===== config.mk =====
export PLATFORM = sky130hd
export DESIGN_NAME = bsg_manycore_barrier_edge_responder
export DESIGN_NICKNAME = d
export VERILOG_FILES = /design/src/rtl/bsg_manycore_barrier_edge_responder.sv
export SDC_FILE = /design/constraint.sdc
export NUM_CORES = 1
export LEC_CHECK = 0
export ABC_AREA = 0
export BUFFER_PORTS_ARGS = -buffer_cell sky130_fd_sc_hd__buf_2
export CORE_AREA = 3 3 76 92
export CTS_BUF_LIST = sky130_fd_sc_hd__clkbuf_8
export CTS_CLUSTER_SIZE = 12
export DETAILED_ROUTE_END_ITERATION = 6
export DIE_AREA = 0 0 79 95
export GPL_ROUTABILITY_DRIVEN = 0
export PLACE_DENSITY_LB_ADDON = 0.3
export SETUP_SLACK_MARGIN = 0.1
export SYNTH_ARGS = -nofsm -noshare
export SYNTH_HDL_FRONTEND = slang
export SYNTH_SLANG_ARGS = --single-unit

===== constraint.sdc =====
create_clock -name clk_i -period 3.2 [get_ports clk_i]
set_clock_uncertainty 0.15 [all_clocks]
set_input_delay 0.32 -clock clk_i [delete_from_list [all_inputs] [get_ports clk_i]]
set_output_delay 0.32 -clock clk_i [all_outputs]
set_load 0.005 [all_outputs]

===== src/rtl/bsg_manycore_barrier_edge_responder.sv =====
// bsg_manycore_barrier_edge_responder
//
// Terminates the east-edge barrier links (local + ruche) of a compute-tile
// subarray and acts as a single aggregate barrier participant for all rows,
// optionally joined by a host participant through a valid/ready handshake.
// Once every participant has arrived, it waits sync_latency_p cycles and then
// releases the barrier by flipping its phase onto every outgoing link.
//
// Ports:
//   clk_i, reset_i          clock, synchronous active-high reset
//   barrier_link_i/o        per-row local barrier links (1-bit phase)
//   barrier_ruche_link_i/o  per-row ruche lanes, [row][lane] flattened
//   host_en_i               host takes part in the barrier
//   host_arrive_v_i/ready_o host arrival handshake
//   host_release_v_o        one-cycle release pulse to the host
//   barrier_count_o         completed barriers, wraps
//   error_o                 sticky protocol error (retraction / ruche mismatch)
//   timeout_o               sticky timeout flag
//
// Build option: define BSG_MANYCORE_BARRIER_RESP_TIMEOUT_EN to enable the
// partial-arrival timeout counter; otherwise timeout_o is tied to 0.

module bsg_manycore_barrier_edge_responder #(
    parameter int num_rows_p     = 4,
    parameter int ruche_factor_p = 3,
    parameter int sync_latency_p = 2,
    parameter int cnt_width_p    = 16
) (
    input  logic                                 clk_i,
    input  logic                                 reset_i,
    input  logic [num_rows_p-1:0]                barrier_link_i,
    output logic [num_rows_p-1:0]                barrier_link_o,
    input  logic [num_rows_p*ruche_factor_p-1:0] barrier_ruche_link_i,
    output logic [num_rows_p*ruche_factor_p-1:0] barrier_ruche_link_o,
    input  logic                                 host_en_i,
    input  logic                                 host_arrive_v_i,
    output logic                                 host_arrive_ready_o,
    output logic                                 host_release_v_o,
    output logic [cnt_width_p-1:0]               barrier_count_o,
    output logic                                 error_o,
    output logic                                 timeout_o
);

    localparam logic [1:0] ST_COLLECT = 2'd0;
    localparam logic [1:0] ST_DELAY   = 2'd1;
    localparam logic [1:0] ST_RELEASE = 2'd2;

    localparam int NR     = num_rows_p * ruche_factor_p;
    localparam int DLY_W  = (sync_latency_p > 2) ? $clog2(sync_latency_p) : 1;
    localparam logic [DLY_W-1:0] DLY_LOAD = DLY_W'((sync_latency_p > 1) ? sync_latency_p - 1 : 0);

    logic [1:0]             r_state;
    logic                   r_phase;
    logic                   r_host_arrived;
    logic [num_rows_p-1:0]  r_arrived;
    logic [NR-1:0]          r_ruche_mis;
    logic [DLY_W-1:0]       r_dly;
    logic [cnt_width_p-1:0] r_count;
    logic                   r_error;

    logic [num_rows_p-1:0]  w_row_in;
    logic [NR-1:0]          w_ruche_mis;
    logic                   w_all_in;
    logic                   w_ready;
    logic                   w_accept;
    logic                   w_fire;
    logic                   w_retract;

    assign w_row_in = barrier_link_i ^ {num_rows_p{r_phase}};
    assign w_all_in = (&w_row_in) & (~host_en_i | r_host_arrived);

    always_comb begin
        w_ruche_mis = '0;
        for (int unsigned r = 0; r < num_rows_p; r++) begin
            for (int unsigned l = 0; l < ruche_factor_p; l++) begin
                w_ruche_mis[r*ruche_factor_p+l] = barrier_ruche_link_i[r*ruche_factor_p+l] ^ barrier_link_i[r];
            end
        end
    end

    assign w_ready  = ~reset_i & (r_state == ST_COLLECT) & host_en_i & ~r_host_arrived;
    assign w_accept = host_arrive_v_i & w_ready;

    // With zero sync latency the release happens on the arrival edge itself,
    // so the RELEASE state is bypassed and outputs flip one cycle after all_in.
    assign w_fire = (r_state == ST_RELEASE) |
                    ((sync_latency_p == 0) & (r_state == ST_COLLECT) & w_all_in);

    // A row that was seen arrived but now matches the phase again.
    assign w_retract = (|(r_arrived & ~w_row_in)) &
                       ((r_state == ST_COLLECT) | (r_state == ST_DELAY));

    always_ff @(posedge clk_i) begin
        if (reset_i) begin
            r_state        <= ST_COLLECT;
            r_phase        <= 1'b0;
            r_host_arrived <= 1'b0;
            r_arrived      <= '0;
            r_ruche_mis    <= '0;
            r_dly          <= '0;
            r_count        <= '0;
            r_error        <= 1'b0;
        end else begin
            r_ruche_mis <= w_ruche_mis;
            if ((|(r_ruche_mis & w_ruche_mis)) | w_retract)
                r_error <= 1'b1;

            if (w_fire) begin
                r_phase        <= ~r_phase;
                r_count        <= r_count + 1'b1;
                r_host_arrived <= 1'b0;
                r_arrived      <= '0;
                r_state        <= ST_COLLECT;
            end else begin
                case (r_state)
                    ST_COLLECT: begin
                        r_arrived <= w_row_in;
                        if (w_accept)
                            r_host_arrived <= 1'b1;
                        if (w_all_in) begin
                            if (sync_latency_p == 1) begin
                                r_state <= ST_RELEASE;
                            end else begin
                                r_state <= ST_DELAY;
                                r_dly   <= DLY_LOAD;
                            end
                        end
                    end
                    ST_DELAY: begin
                        r_arrived <= w_row_in;
                        // A retraction during the delay drops back to waiting.
                        if (!w_all_in)
                            r_state <= ST_COLLECT;
                        else if (r_dly <= DLY_W'(1))
                            r_state <= ST_RELEASE;
                        else
                            r_dly <= r_dly - 1'b1;
                    end
                    default: r_state <= ST_COLLECT;
                endcase
            end
        end
    end

`ifdef BSG_MANYCORE_BARRIER_RESP_TIMEOUT_EN
    localparam logic [cnt_width_p-1:0] TO_LAST = {{(cnt_width_p-1){1'b1}}, 1'b0};

    logic [cnt_width_p-1:0] r_to_cnt;
    logic                   r_timeout;
    logic                   w_partial;

    assign w_partial = (r_state == ST_COLLECT) & ((|w_row_in) | r_host_arrived) & ~w_all_in;

    always_ff @(posedge clk_i) begin
        if (reset_i) begin
            r_to_cnt  <= '0;
            r_timeout <= 1'b0;
        end else if (w_fire) begin
            r_to_cnt <= '0;
        end else if (w_partial && (r_to_cnt != '1)) begin
            r_to_cnt <= r_to_cnt + 1'b1;
            if (r_to_cnt == TO_LAST)
                r_timeout <= 1'b1;
        end
    end

    assign timeout_o = r_timeout;
`else
    assign timeout_o = 1'b0;
`endif

    assign barrier_link_o       = {num_rows_p{r_phase}};
    assign barrier_ruche_link_o = {NR{r_phase}};
    assign host_arrive_ready_o  = w_ready;
    assign host_release_v_o     = ~reset_i & w_fire & host_en_i;
    assign barrier_count_o      = r_count;
    assign error_o              = r_error;

endmodule

# --- Word level (Yosys, flattened, before mapping) ---
# Index checks and enable logic that the tools add are counted.
totals:
  ff_bits: 38
  out_inout_bits: 36
  mem_bits_ro: 0
  latch_bits: 0
  memories: 0
  mem_bits_rw: 0
op_classes:
  n_div: 0
  bitwise: 32
  n_mux: 8
  n_addsub: 2
  n_lt_le_gt_ge: 1
  multipliers: 0
  shift: 0
  reduce_logical: 10
  n_eq_ne: 6
op_table:
  columns: ["op", "count"]
  rows:
  - ["$add 16x1->16 const B", 1]
  - ["$and 12x12->12", 1]
  - ["$reduce_or 12->1", 1]
  - ["$xor 1x1->1", 12]
  - ["$and 1x1->1", 8]
  - ["$mux 2", 3]
  - ["$ne 2x2->1 const B", 3]
  - ["$not 1->1", 5]
  - ["$reduce_and 5->1", 1]
  - ["$and 4x4->4", 1]
  - ["$not 4->4", 1]
  - ["$pmux 2 s2", 1]
  - ["$reduce_and 2->1", 2]
  - ["$reduce_and 4->1", 1]
  - ["$reduce_or 2->1", 2]
  - ["$reduce_or 4->1", 1]
  - ["$xor 4x4->4", 1]
  - ["$mux 1", 3]
  - ["$ne 3x2->1 const B", 1]
  - ["$or 1x1->1", 3]
  - ["$eq 2x1->1 const B", 1]
  - ["$eq 2x2->1 const B", 1]
  - ["$logic_not 2->1", 1]
  - ["$pmux 1 s2", 1]
  - ["other kinds (3)", 3]

# --- Longest topological paths before layout ---
# Gate-level depths: netlist of run 1.
logic_depth:
  depth_word: 6
  ltp_mapped: 6
  mapped_depth_nobuf: 5

# --- Least setup slack after synthesis of run 1 ---
# OpenSTA, ideal clock, no wires.
synth_path:
  path_type: "reg-to-reg"
  startpoint: "register r_phase"
  endpoint: "register r_state[1]"
  setup_ns: 0.096
  path_slack_ns: 1.607
  arrival_ns: 1.347
  synth_period_minus_slack_ns: 1.593
  path_buffers: 1
  stages_incl_launch_ff: 6
  path_cell_list: "dfxtp_1 buf_2 nand2b_1 nor4_1 o21ai_0 nor4b_1"
synth_between:
  elab_chain_cells: 5
  word_cells_on_any_way: 8
  cone_classes: "eq/ne (2); mux (2); bitwise (2); reduce/logical (2)"
synth_rtl:
  columns: ["element", "line_no", "source"]
  rows:
  - ["start: declaration", "53", "logic r_phase;"]
  - ["start signal: assignment", "109", "r_phase <= ~r_phase;"]
  - ["$xor 4x4->4 (*)", "69", "assign w_row_in = barrier_link_i ^ {num_rows_p{r_phase}};"]
  - ["$reduce_and 4->1 (*)", "70", "assign w_all_in = (&w_row_in) & (~host_en_i | r_host_arrived);"]
  - ["$and 1x1->1 (*)", "70", null]
  - ["$mux 2 (tied with other cells)", "132", "if (!w_all_in)"]
  - ["$pmux 2 s2 / $reduce_and 2->1 (equally long branches)", null, null]
  - ["end signal: assignment", "113", "r_state <= ST_COLLECT;"]
  - ["end signal: assignment", "133", "r_state <= ST_COLLECT;"]
  - ["end signal: assignment", "135", "r_state <= ST_RELEASE;"]
  - ["end: declaration", "52", "logic [1:0] r_state;"]
# Every way passes the cells marked *; elsewhere a longest branch is shown, timed or not.
# A chain may end at the register's enable or synchronous reset.

# --- Worst setup path after layout of run 1 ---
layout_path:
  startpoint: "register r_state[1]"
  endpoint: "output host_release_v_o"
layout_between:
  elab_chain_cells: 3
layout_rtl:
  columns: ["element", "line_no", "source"]
  rows:
  - ["start signal: assignment", "95", "r_state <= ST_COLLECT;"]
  - ["start signal: assignment", "113", null]
  - ["start signal: assignment", "122", "r_state <= ST_RELEASE;"]
  - ["$eq 2x2->1", "86", "assign w_fire = (r_state == ST_RELEASE) |"]
  - ["$and 1x1->1 (2 in series)", "175", "assign host_release_v_o = ~reset_i & w_fire & host_en_i;"]
  - ["end: declaration", "38", "output logic host_release_v_o,"]
# Every way passes these cells.

==> flow_summary.yaml, run 1 <==
global_route:
  grt_max_degree: 40
  grt_pass1_vias: 1310
  grt_pass1_wl_mm: 5.96
  grt_util_all_layers_pct: 10.2
  grt-ovfl-total: 0
  antenna_found_initial: 0
power_and_ir_drop:
  leakage_nw: 0.897
  p_total_mw: 0.862
  power.density_nw_per_um2: 410
  peakVddDrop_v: 0.000193
drt:
  drtPass1Iterations: 4
  wire_per_inst_um: 11.6
  routed_wl_mm: 3.78
  first_iter_violations: 35
  num_vias: 1469
  drt-vias-per-instance: 4.52
  postRouteAntennaNets: 0
  drc: 0
floorplanning:
  start_util_pct: 29.9
  die_y_um: 95
  die_w_um: 79
  ios: 56
  coreArea_um2: 6130
  rows: 31
  die_area_um2: 7510
setup_path:
  crit_required_ps: 2730
  reg2reg_to: "barrier_count_o[14]"
  crit_path_start: "r_state[1]"
  critical_path.top_delay_family: "flip-flops"
  startpoint_type: "flop"
  r2r_start: "r_state[1]"
  rrSetupSlack_ps: 1320
  worstPathArrival_ps: 1510
  cp_slowest_cell: "dfxtp_1"
  cp_cell_sequence: "nor2b_1 > buf_4 > and3b_1 > buf_2"
  criticalPathCategory: "flop to output port"
  endpoint_kind: "output port"
  slowest_delay_ps: 570
  cp_max_fo: 13
  cp_num_buf_inv: 2
  reg2reg_depth: 6
placed_design:
  placedCellCount: 319
  dpl_cell_area_um2: 2030
  port_buffers: 54
  detailed_place_hpwl_mm: 2.74
cells_and_area:
  stdcell_count: 325
  multi_input_area_um2: 881
  fillCellCount: 668
  diodes: 0
  nets: 265
  utilization_pct: 34.4
  fin_area_um2: 2110
  seqCellArea_um2: 741
  area_growth_syn_to_layout_pct: 15.0
  layout-drive-gt1-share_pct: 27.2
logic_synthesis:
  ys_seq_area_share_pct: 40.5
  netlist_instances: 210
  synth.top_cell.area_share_pct: 40.5
  yosys.cell_types.count: 36
  synth_area_leaders: "dfxtp_1 (40%), xnor2_1 (10%), buf_4 (7.4%)"
  syn-cell-area_um2: 1830
  syn_nets: 231
  ys_warn_count: 0
  synth_top_area_cell: "dfxtp_1"
  ys_ff_latch: 37
  syn_area_per_cell_um2: 8.72
timing:
  maxSlewViolCount: 0
  tns_ps: 0
  max_freq_mhz: 504
  rsz0062_at_grt: "no"
  setup_viol: 0
  fin_crit_ps: 1980
  finalCritPeriodShare_pct: 62.0
  slew-limit-headroom_pct: 53.7
  worst_slew_pin_slew_ps: 693
  hold_viol: 0
clock_tree:
  clockRootBuffer: "clkbuf_8"
  clock_latency_ps: 280
  cts_tree: "done"
  cts.repair.resized: 0
  clockBufferDepth: 2
  cts_buffers: 5
  cts.clk_slew.worst_paths_ps: 70
  cts_hold_buffers: 0
  post_cts_buffers: 0
  htreeDepth: 2
  clock-sinks: 37
min_path:
  worstHoldEndpoint: "r_ruche_mis[9]"
  min_path_cells: 3
  min_path_type: "input pin to flop"
  min_from: "barrier_ruche_link_i[9]"
run:
  drv_cap: 0
outcome:
  status: "complete, no violations"
[worst reg2reg max path, delay by kind of cell, from the launching register on]
kind | cells | cell delay (ps)
simple gates | 4 | 690
flops | 1 | 570
xor+xnor | 1 | 150
buf+inv | 1 | 200
[Yosys cell counts (all sizes together)]
cell	n
a41oi	1
a21o	1
a21oi	6
inv	8
nand2b	9
and2	1
nor3	6
a221oi	4
nor4b	1
buf	25
a31oi	7
nor2	31
dfxtp	37
nand2	6
conb	1
mux2i	1
and4	1
xnor2	21
or3	4
xor2	6
nor4	4
nor2b	5
a22oi	2
clkbuf	3
a211oi	1
o21ai	6
nand3	4
nand4	4
ha	1
o22ai	2
and3b	1
[cell usage in the layout, fill, tap and decap left out, types with 3 or more instances in the layout]
cell      Yosys  final
nor2_1       31     31
nor4_1        3      3
a21oi_1       6      6
nand2_1       6      6
nand3_1       3      3
nor2b_1       5      5
buf_2         5     54
or3_1         4      4
a221oi_1      4      4
xor2_1        6      6
o21ai_0       6      6
nor3_1        6      6
dfxtp_1      37     37
nand2b_1      9      9
inv_1         8      8
xnor2_1      21     21
clkbuf_8      0      5
a31oi_1       7      7
[cell type report]
| type | instances | share of cell area (%) |
|---|---|---|
| multi-input cells | 137 | 41.8 |
| flip-flops and latches | 37 | 35.2 |
| repair buffers | 55 | 13.2 |
| well taps | 82 | 4.87 |
| clock buffers | 5 | 3.27 |
| inverters | 8 | 1.43 |
| clock inverters | 1 | 0.238 |
[registers in the layout, indices dropped and copies added, names as in the netlist]
name and flops:
r_host_arrived 1, r_state 2, r_ruche_mis 12, r_arrived 4, error_o 1, barrier_count_o 16
r_phase 1
[power by group]
part	total, mW	internal (mW)	switching (mW)
Clock	0.298	0.143	0.155
Combinational	0.0804	0.0381	0.0424
Sequential	0.484	0.477	0.00708
Total	0.862	0.658	0.204
[worst max path at each step]
stage,endpoint,slack [ps],cells after the start
after global routing,host_release_v_o,1110,4
after CTS,host_release_v_o,1220,4
after floorplan,r_state[1],1610,5
after detailed placement,barrier_count_o[14],1360,6
after global placement,barrier_count_o[14],1360,6
final,host_release_v_o,1220,4
[cell families (layout without fill, tap and decap cells)]
| group | count (synthesis) | in the layout | share of synthesized area (%) |
|---|---|---|---|
| DFF | 37 | 37 | 40.5 |
| buffers and inverters | 36 | 69 | 11.4 |
| and+or+nand+nor | 77 | 77 | 23.4 |
| AOI/OAI and AO/OA | 30 | 30 | 10.4 |
| other | 1 | 1 | 0.205 |
| adders and majority gates | 1 | 1 | 0.683 |
| xor gates and xnor gates | 27 | 27 | 12.9 |
| muxes | 1 | 1 | 0.547 |
[stage by stage]
stage / setup slack [ps] / hold slack (ps)
finish: 1220 / 150
CTS: 1220 / 143
detailed placement: 1360 / 347
floorplan: 1610 / 307
global route: 1110 / 158
global placement: 1360 / 331
[metal layers]
layer,vias to the layer above,track usage [%],share of wire (%)
li1,749,-,-
met1,677,11.5,42
met2,38,18.0,51
met3,5,2.86,5.7
met4,0,3.87,1.3
met5,-,0,0
Note: power is estimated with default switching activity, not from simulation.
==> run 2, diff against run 1 <==
--- a/config.mk
+++ b/config.mk
@@ -5,13 +5,13 @@
 export SDC_FILE = /design/constraint.sdc
 export NUM_CORES = 1
 export LEC_CHECK = 0
-export ABC_AREA = 0
+export ABC_AREA = 1
 export BUFFER_PORTS_ARGS = -buffer_cell sky130_fd_sc_hd__buf_2
-export CORE_AREA = 3 3 76 92
+export CORE_AREA = 3 3 77 93
 export CTS_BUF_LIST = sky130_fd_sc_hd__clkbuf_8
 export CTS_CLUSTER_SIZE = 12
 export DETAILED_ROUTE_END_ITERATION = 6
-export DIE_AREA = 0 0 79 95
+export DIE_AREA = 0 0 80 96
 export GPL_ROUTABILITY_DRIVEN = 0
 export PLACE_DENSITY_LB_ADDON = 0.3
 export SETUP_SLACK_MARGIN = 0.1
==> constraint.sdc (replaced) <==
create_clock -name clk_i -period 1.7 [get_ports clk_i]
set_clock_uncertainty 0.15 [all_clocks]
set_input_delay 0.17 -clock clk_i [delete_from_list [all_inputs] [get_ports clk_i]]
set_output_delay 0.17 -clock clk_i [all_outputs]
set_load 0.005 [all_outputs]
==> run 2 against run 1 <==
Global-route usage grew 0.59 points. Combinational power grew 100%. Synthesized cell count grew 36%. Core utilization grew 2.1 points. Die area grew 2.3%. Non-clock buffer count grew 11. Worst setup slack lost 1000 ps. Count of clock-buffer cells in the layout grew 1. Register-to-register slack lost 1100 ps. Total power grew 94%. Sequential share of layout area shrank 3.1 points. Critical path type is now flop to flop. Largest cell class unchanged.
==> flow_summary.yaml, run 2 <==
timing:
  fin_crit_ps: 1510
  tns_ps: 0
  setup_viol: 0
  hold_viol: 0
  holdWs_ps: 12.4
  maxSlewViolCount: 0
  rsz0062_at_grt: "yes"
  finalCritPeriodShare_pct: 88.6
  max_freq_mhz: 664
  fin_ws_ps: 194
floorplanning:
  coreArea_um2: 6410
  die_area_um2: 7680
  die_w_um: 80
  ios: 56
  rows: 32
  start_util_pct: 29.4
  die_y_um: 96
setup_path:
  startpoint_type: "flop"
  criticalPathCategory: "flop to flop"
  r2r_start: "barrier_count_o[0]"
  reg2reg_depth: 9
  endpoint_kind: "flop"
  worstPathArrival_ps: 1580
  rrSetupSlack_ps: 190
  crit_path_start: "barrier_count_o[0]"
  crit_required_ps: 1770
  cp_max_fo: 4
logic_synthesis:
  ys_ff_latch: 37
  yosys.cell_types.count: 24
  synthArstFlopShare_pct: 0
  ys.flop_type: "dfxtp_1"
  synth_top_area_cell: "dfxtp_1"
  synth_area_leaders: "dfxtp_1 (39%), nand2_1 (16%), inv_1 (8.6%)"
  ys_seq_area_share_pct: 39.3
  yosysMostFrequentCell: "nand2_1"
  syn_area_per_cell_um2: 6.61
  synthTopCellsByCount: "nand2_1 (78), inv_1 (43), nor2_1 (39)"
  synth.top_cell.area_share_pct: 39.3
  netlist_instances: 285
  synth_edf_count: 0
  ys_warn_count: 0
  syn_nets: 306
  syn-cell-area_um2: 1880
clock_tree:
  cts.clk_slew.worst_paths_ps: 70
  cts_tree: "done"
  clock-sinks: 37
  cts_buffers: 5
  clockRootBuffer: "clkbuf_8"
  clock_latency_ps: 280
  htreeDepth: 2
  clockBufferDepth: 2
power_and_ir_drop:
  comb_power_share_pct: 9.7
  clkPwrFrac_pct: 36.4
  internal-power_mw: 1.28
  peakVddDrop_v: 0.000374
  power.density_nw_per_um2: 716
  switching_share_pct: 23.7
  sequentialPowerShare_pct: 53.9
  p_sw_mw: 0.395
  p_total_mw: 1.67
  leakage_nw: 1.24
global_route:
  grt_max_degree: 19
  grt_pass1_vias: 1582
  grt-ovfl-total: 0
  antenna_found_initial: 0
  grt_pass1_wl_mm: 6.53
  grt_util_all_layers_pct: 10.8
run:
  drv_cap: 0
cells_and_area:
  area_growth_syn_to_layout_pct: 24.0
  layout_commonest_cell: "nand2_1"
  final_cell_mix: "nand2_1 (76), buf_2 (54), inv_1 (42), nor2_1 (38), dfxtp_1 (35)"
  utilization_pct: 36.4
  stdcell_count: 422
  nets: 358
  largest_reg_flops: 16
  layout-drive-gt1-share_pct: 26.1
  diodes: 0
  fin_area_um2: 2330
placed_design:
  port_buffers: 54
  post-place-ws_ps: 60.6
  detailed_place_hpwl_mm: 3.05
  dpl_cell_area_um2: 2140
  placedCellCount: 407
drt:
  wire_per_inst_um: 9.63
  postRouteAntennaNets: 0
  routed_wl_mm: 4.06
  drtPass1Iterations: 4
  drc: 0
  first_iter_violations: 44
  drt-vias-per-instance: 4.12
  num_vias: 1738
outcome:
  status: "complete, no violations"
min_path:
  min_path_type: "input pin to flop"
  min_path_cells: 4
  min_from: "barrier_ruche_link_i[9]"
## run 2: layout make-up
cell class | instances | area, um2
Multi-Input combinational cell | 184 | 867
Clock inverter | 1 | 3.75
Sequential cell | 37 | 748
Tap cell | 85 | 106
Fill cell | 711 | 4070
Inverter | 43 | 161
Timing Repair Buffer | 66 | 365
Clock buffer | 6 | 82.6
## run 2: final timing paths
kind | to
min reg2reg | r_host_arrived
min | r_ruche_mis[9]
max reg2reg | barrier_count_o[14]
max | barrier_count_o[14]
## run 2: cells by family (layout without fill, tap and decap cells)
| logic type | after synthesis | after routing | synth area share [%] |
|---|---|---|---|
| AO/OA/AOI/OAI | 26 | 26 | 7.18 |
| XOR/XNOR | 5 | 5 | 2.33 |
| adder cells (fa/ha/maj) | 1 | 1 | 0.664 |
| buffers and inverters | 64 | 116 | 16.7 |
| flip-flops | 37 | 37 | 39.3 |
| other | 1 | 1 | 0.199 |
| AND/OR/NAND/NOR | 151 | 151 | 33.6 |
## run 2: power groups by stage
stage	Sequential [mW]	Combinational (mW)	Clock (mW)
6_report	0.900	0.162	0.609
3_5_place_dp	0.923	0.160	0
2_1_floorplan	0.921	0.104	0
3_3_place_gp	0.922	0.158	0
4_1_cts	0.903	0.164	0.639
5_1_grt	0.902	0.191	0.672
## run 2: repair_timing
item                       in CTS  in global routing
setup endpoints to repair       2                  8
setup buffers                   1                  5
hold buffers                    2                  0
pin swaps                       1                  4
gates resized for setup         0                 15
hold endpoints to repair        2                  0
## run 2: metal layers
layer	global-route usage [%]	share of wire, %
met1	11.6	44
met2	19.5	49
met3	3.46	5.6
met4	3.80	1.5
met5	0	0
## run 2: critical path, cell delays in order, from the launching register on
cell,delay (ps)
dfxtp_4,370
ha_4,140
inv_2,40
nor3_4,250
nand2_2,120
nor2_4,130
nand2_2,60
nand2_1,60
nand2_1,40
nor2_1,90
==> run 3, diff against run 2 <==
--- a/config.mk
+++ b/config.mk
@@ -13,6 +13,7 @@
 export DETAILED_ROUTE_END_ITERATION = 6
 export DIE_AREA = 0 0 80 96
 export GPL_ROUTABILITY_DRIVEN = 0
+export GPL_TIMING_DRIVEN = 0
 export PLACE_DENSITY_LB_ADDON = 0.3
 export SETUP_SLACK_MARGIN = 0.1
 export SYNTH_ARGS = -nofsm -noshare
==> run 3 against run 2 <==
Die area unchanged. Sequential share of layout area shrank 2.0 points. Largest power group unchanged. Hold slack worse by 1.0 ps. Worst setup slack worse by 30 ps. Total power rose by 12%. Combinational power grew 2%. Sequential cell count unchanged. Global-route usage rose by 0.69 points. Register-to-register slack got worse by 30 ps. Highest routed layer unchanged. Clock power is 31% higher.
==> flow_summary.yaml, run 3 (synthesis gave the netlist of run 2 again) <==
outcome:
  status: "complete, no violations"
setup_path:
  rrSetupSlack_ps: 160
  r2r_start: "barrier_count_o[0]"
  crit_required_ps: 1780
  cp_max_fo: 4
  endpoint_kind: "flop"
  criticalPathCategory: "flop to flop"
  reg2reg_to: "barrier_count_o[14]"
  reg2reg_depth: 9
  startpoint_type: "flop"
  worstPathArrival_ps: 1620
floorplanning:
  die_y_um: 96
  die_w_um: 80
  coreArea_um2: 6410
  rows: 32
  start_util_pct: 29.4
  die_area_um2: 7680
  ios: 56
min_path:
  min_path_cells: 4
  min_from: "barrier_ruche_link_i[3]"
  min_path_type: "input pin to flop"
  worstHoldEndpoint: "r_ruche_mis[3]"
timing:
  max_freq_mhz: 651
  fin_crit_ps: 1540
  fin_ws_ps: 164
  holdWs_ps: 11.4
  setup_viol: 0
  finalCritPeriodShare_pct: 90.4
  rsz0062_at_grt: "yes"
  maxSlewViolCount: 0
  hold_viol: 0
power_and_ir_drop:
  p_total_mw: 1.86
  power.density_nw_per_um2: 744
  peakVddDrop_v: 0.000375
  leakage_nw: 1.36
drt:
  wire_per_inst_um: 9.22
  drt-vias-per-instance: 4.06
  first_iter_violations: 49
  num_vias: 1797
  postRouteAntennaNets: 0
  drtPass1Iterations: 4
  drc: 0
  routed_wl_mm: 4.08
placed_design:
  post-place-ws_ps: 4.20
  port_buffers: 54
  detailed_place_hpwl_mm: 3.10
  placedCellCount: 424
clock_tree:
  cts_buffers: 5
  clock_latency_ps: 290
  htreeDepth: 2
  clockRootBuffer: "clkbuf_8"
  cts.clk_slew.worst_paths_ps: 80
  clockBufferDepth: 2
  cts_tree: "done"
  clock-sinks: 37
global_route:
  grt_pass1_wl_mm: 7.04
  grt_util_all_layers_pct: 11.4
  grt-ovfl-total: 0
  grt_pass1_vias: 1680
  grt_max_degree: 18
  antenna_found_initial: 0
cells_and_area:
  final_cell_mix: "nand2_1 (78), buf_2 (55), inv_1 (41), nor2_1 (37), dfxtp_1 (31)"
  stdcell_count: 443
  area_growth_syn_to_layout_pct: 33.0
  diodes: 0
  layout-drive-gt1-share_pct: 30.4
  nets: 378
  fillCellCount: 690
  largest_reg_flops: 16
  layout_commonest_cell: "nand2_1"
run:
  drv_cap: 0
-- run 3: cell types whose count changed in the layout (fill, tap and decap cells not counted), sizes merged --
cell,change
clkinvlp,+1
bufinv,+1
clkbuf,+2
buf,+16
inv,-1
dlygate4sd3,+2
-- run 3: through the flow --
step	TNS (ps)	cell area (um2)	util [%]
after global placement	-3.37	2260	35.3
after global routing	-17.2	2500	39.1
final	0	2500	39.1
after CTS	0	2440	38.0
after floorplan	0	1880	-
after detailed placement	0	2260	35.3
-- run 3: critical path, stage by stage (launching register included) --
cell	delay (ps)
dfxtp_4	360
ha_1	180
inv_2	60
nor3_4	260
nand2_2	120
nor2_2	110
nand2_1	70
nand2_1	60
nand2_1	40
nor2_1	70
-- run 3: power breakdown --
part | internal (mW) | switching [mW] | leakage [nW]
Clock | 0.477 | 0.321 | 0.0574
Combinational | 0.0723 | 0.0940 | 0.996
Sequential | 0.891 | 0.00836 | 0.307
-- run 3: layout make-up --
class	count	area [um2]	share of cell area, %
plain buffers	21	155	6.19
clock buffers	6	82.6	3.30
clock inverters	2	37.5	1.50
inverters	43	161	6.44
multi-input cells	184	846	33.8
flip-flops and latches	37	753	30.1
well taps	85	106	4.25
repair buffers	65	363	14.5
-- run 3: how the worst max path moves through the flow --
stage	from	end	cells past startpoint
final	barrier_count_o[0]	barrier_count_o[14]	9
after global routing	barrier_count_o[0]	barrier_count_o[14]	8
after CTS	barrier_count_o[1]	barrier_count_o[14]	9
after detailed placement	r_phase	error_o	6
after global placement	r_phase	error_o	6
after floorplan	barrier_count_o[0]	barrier_count_o[14]	8
-- run 3: routing by layer --
metal / global-route usage [%] / vias up / part of all wire [%]
met2: 19.6 / 31 / 48
met5: 0 / - / 0
met3: 2.53 / 6 / 3.7
met1: 14.2 / 767 / 47
li1: - / 993 / -
met4: 3.80 / 0 / 1.2
-- run 3: what timing repair did --
item	CTS	global route
pin swaps	1	3
setup buffers	2	5
gates resized for setup	2	16
hold buffers	4	0
setup endpoints to repair	5	15
endpoints found under the hold margin	4	0
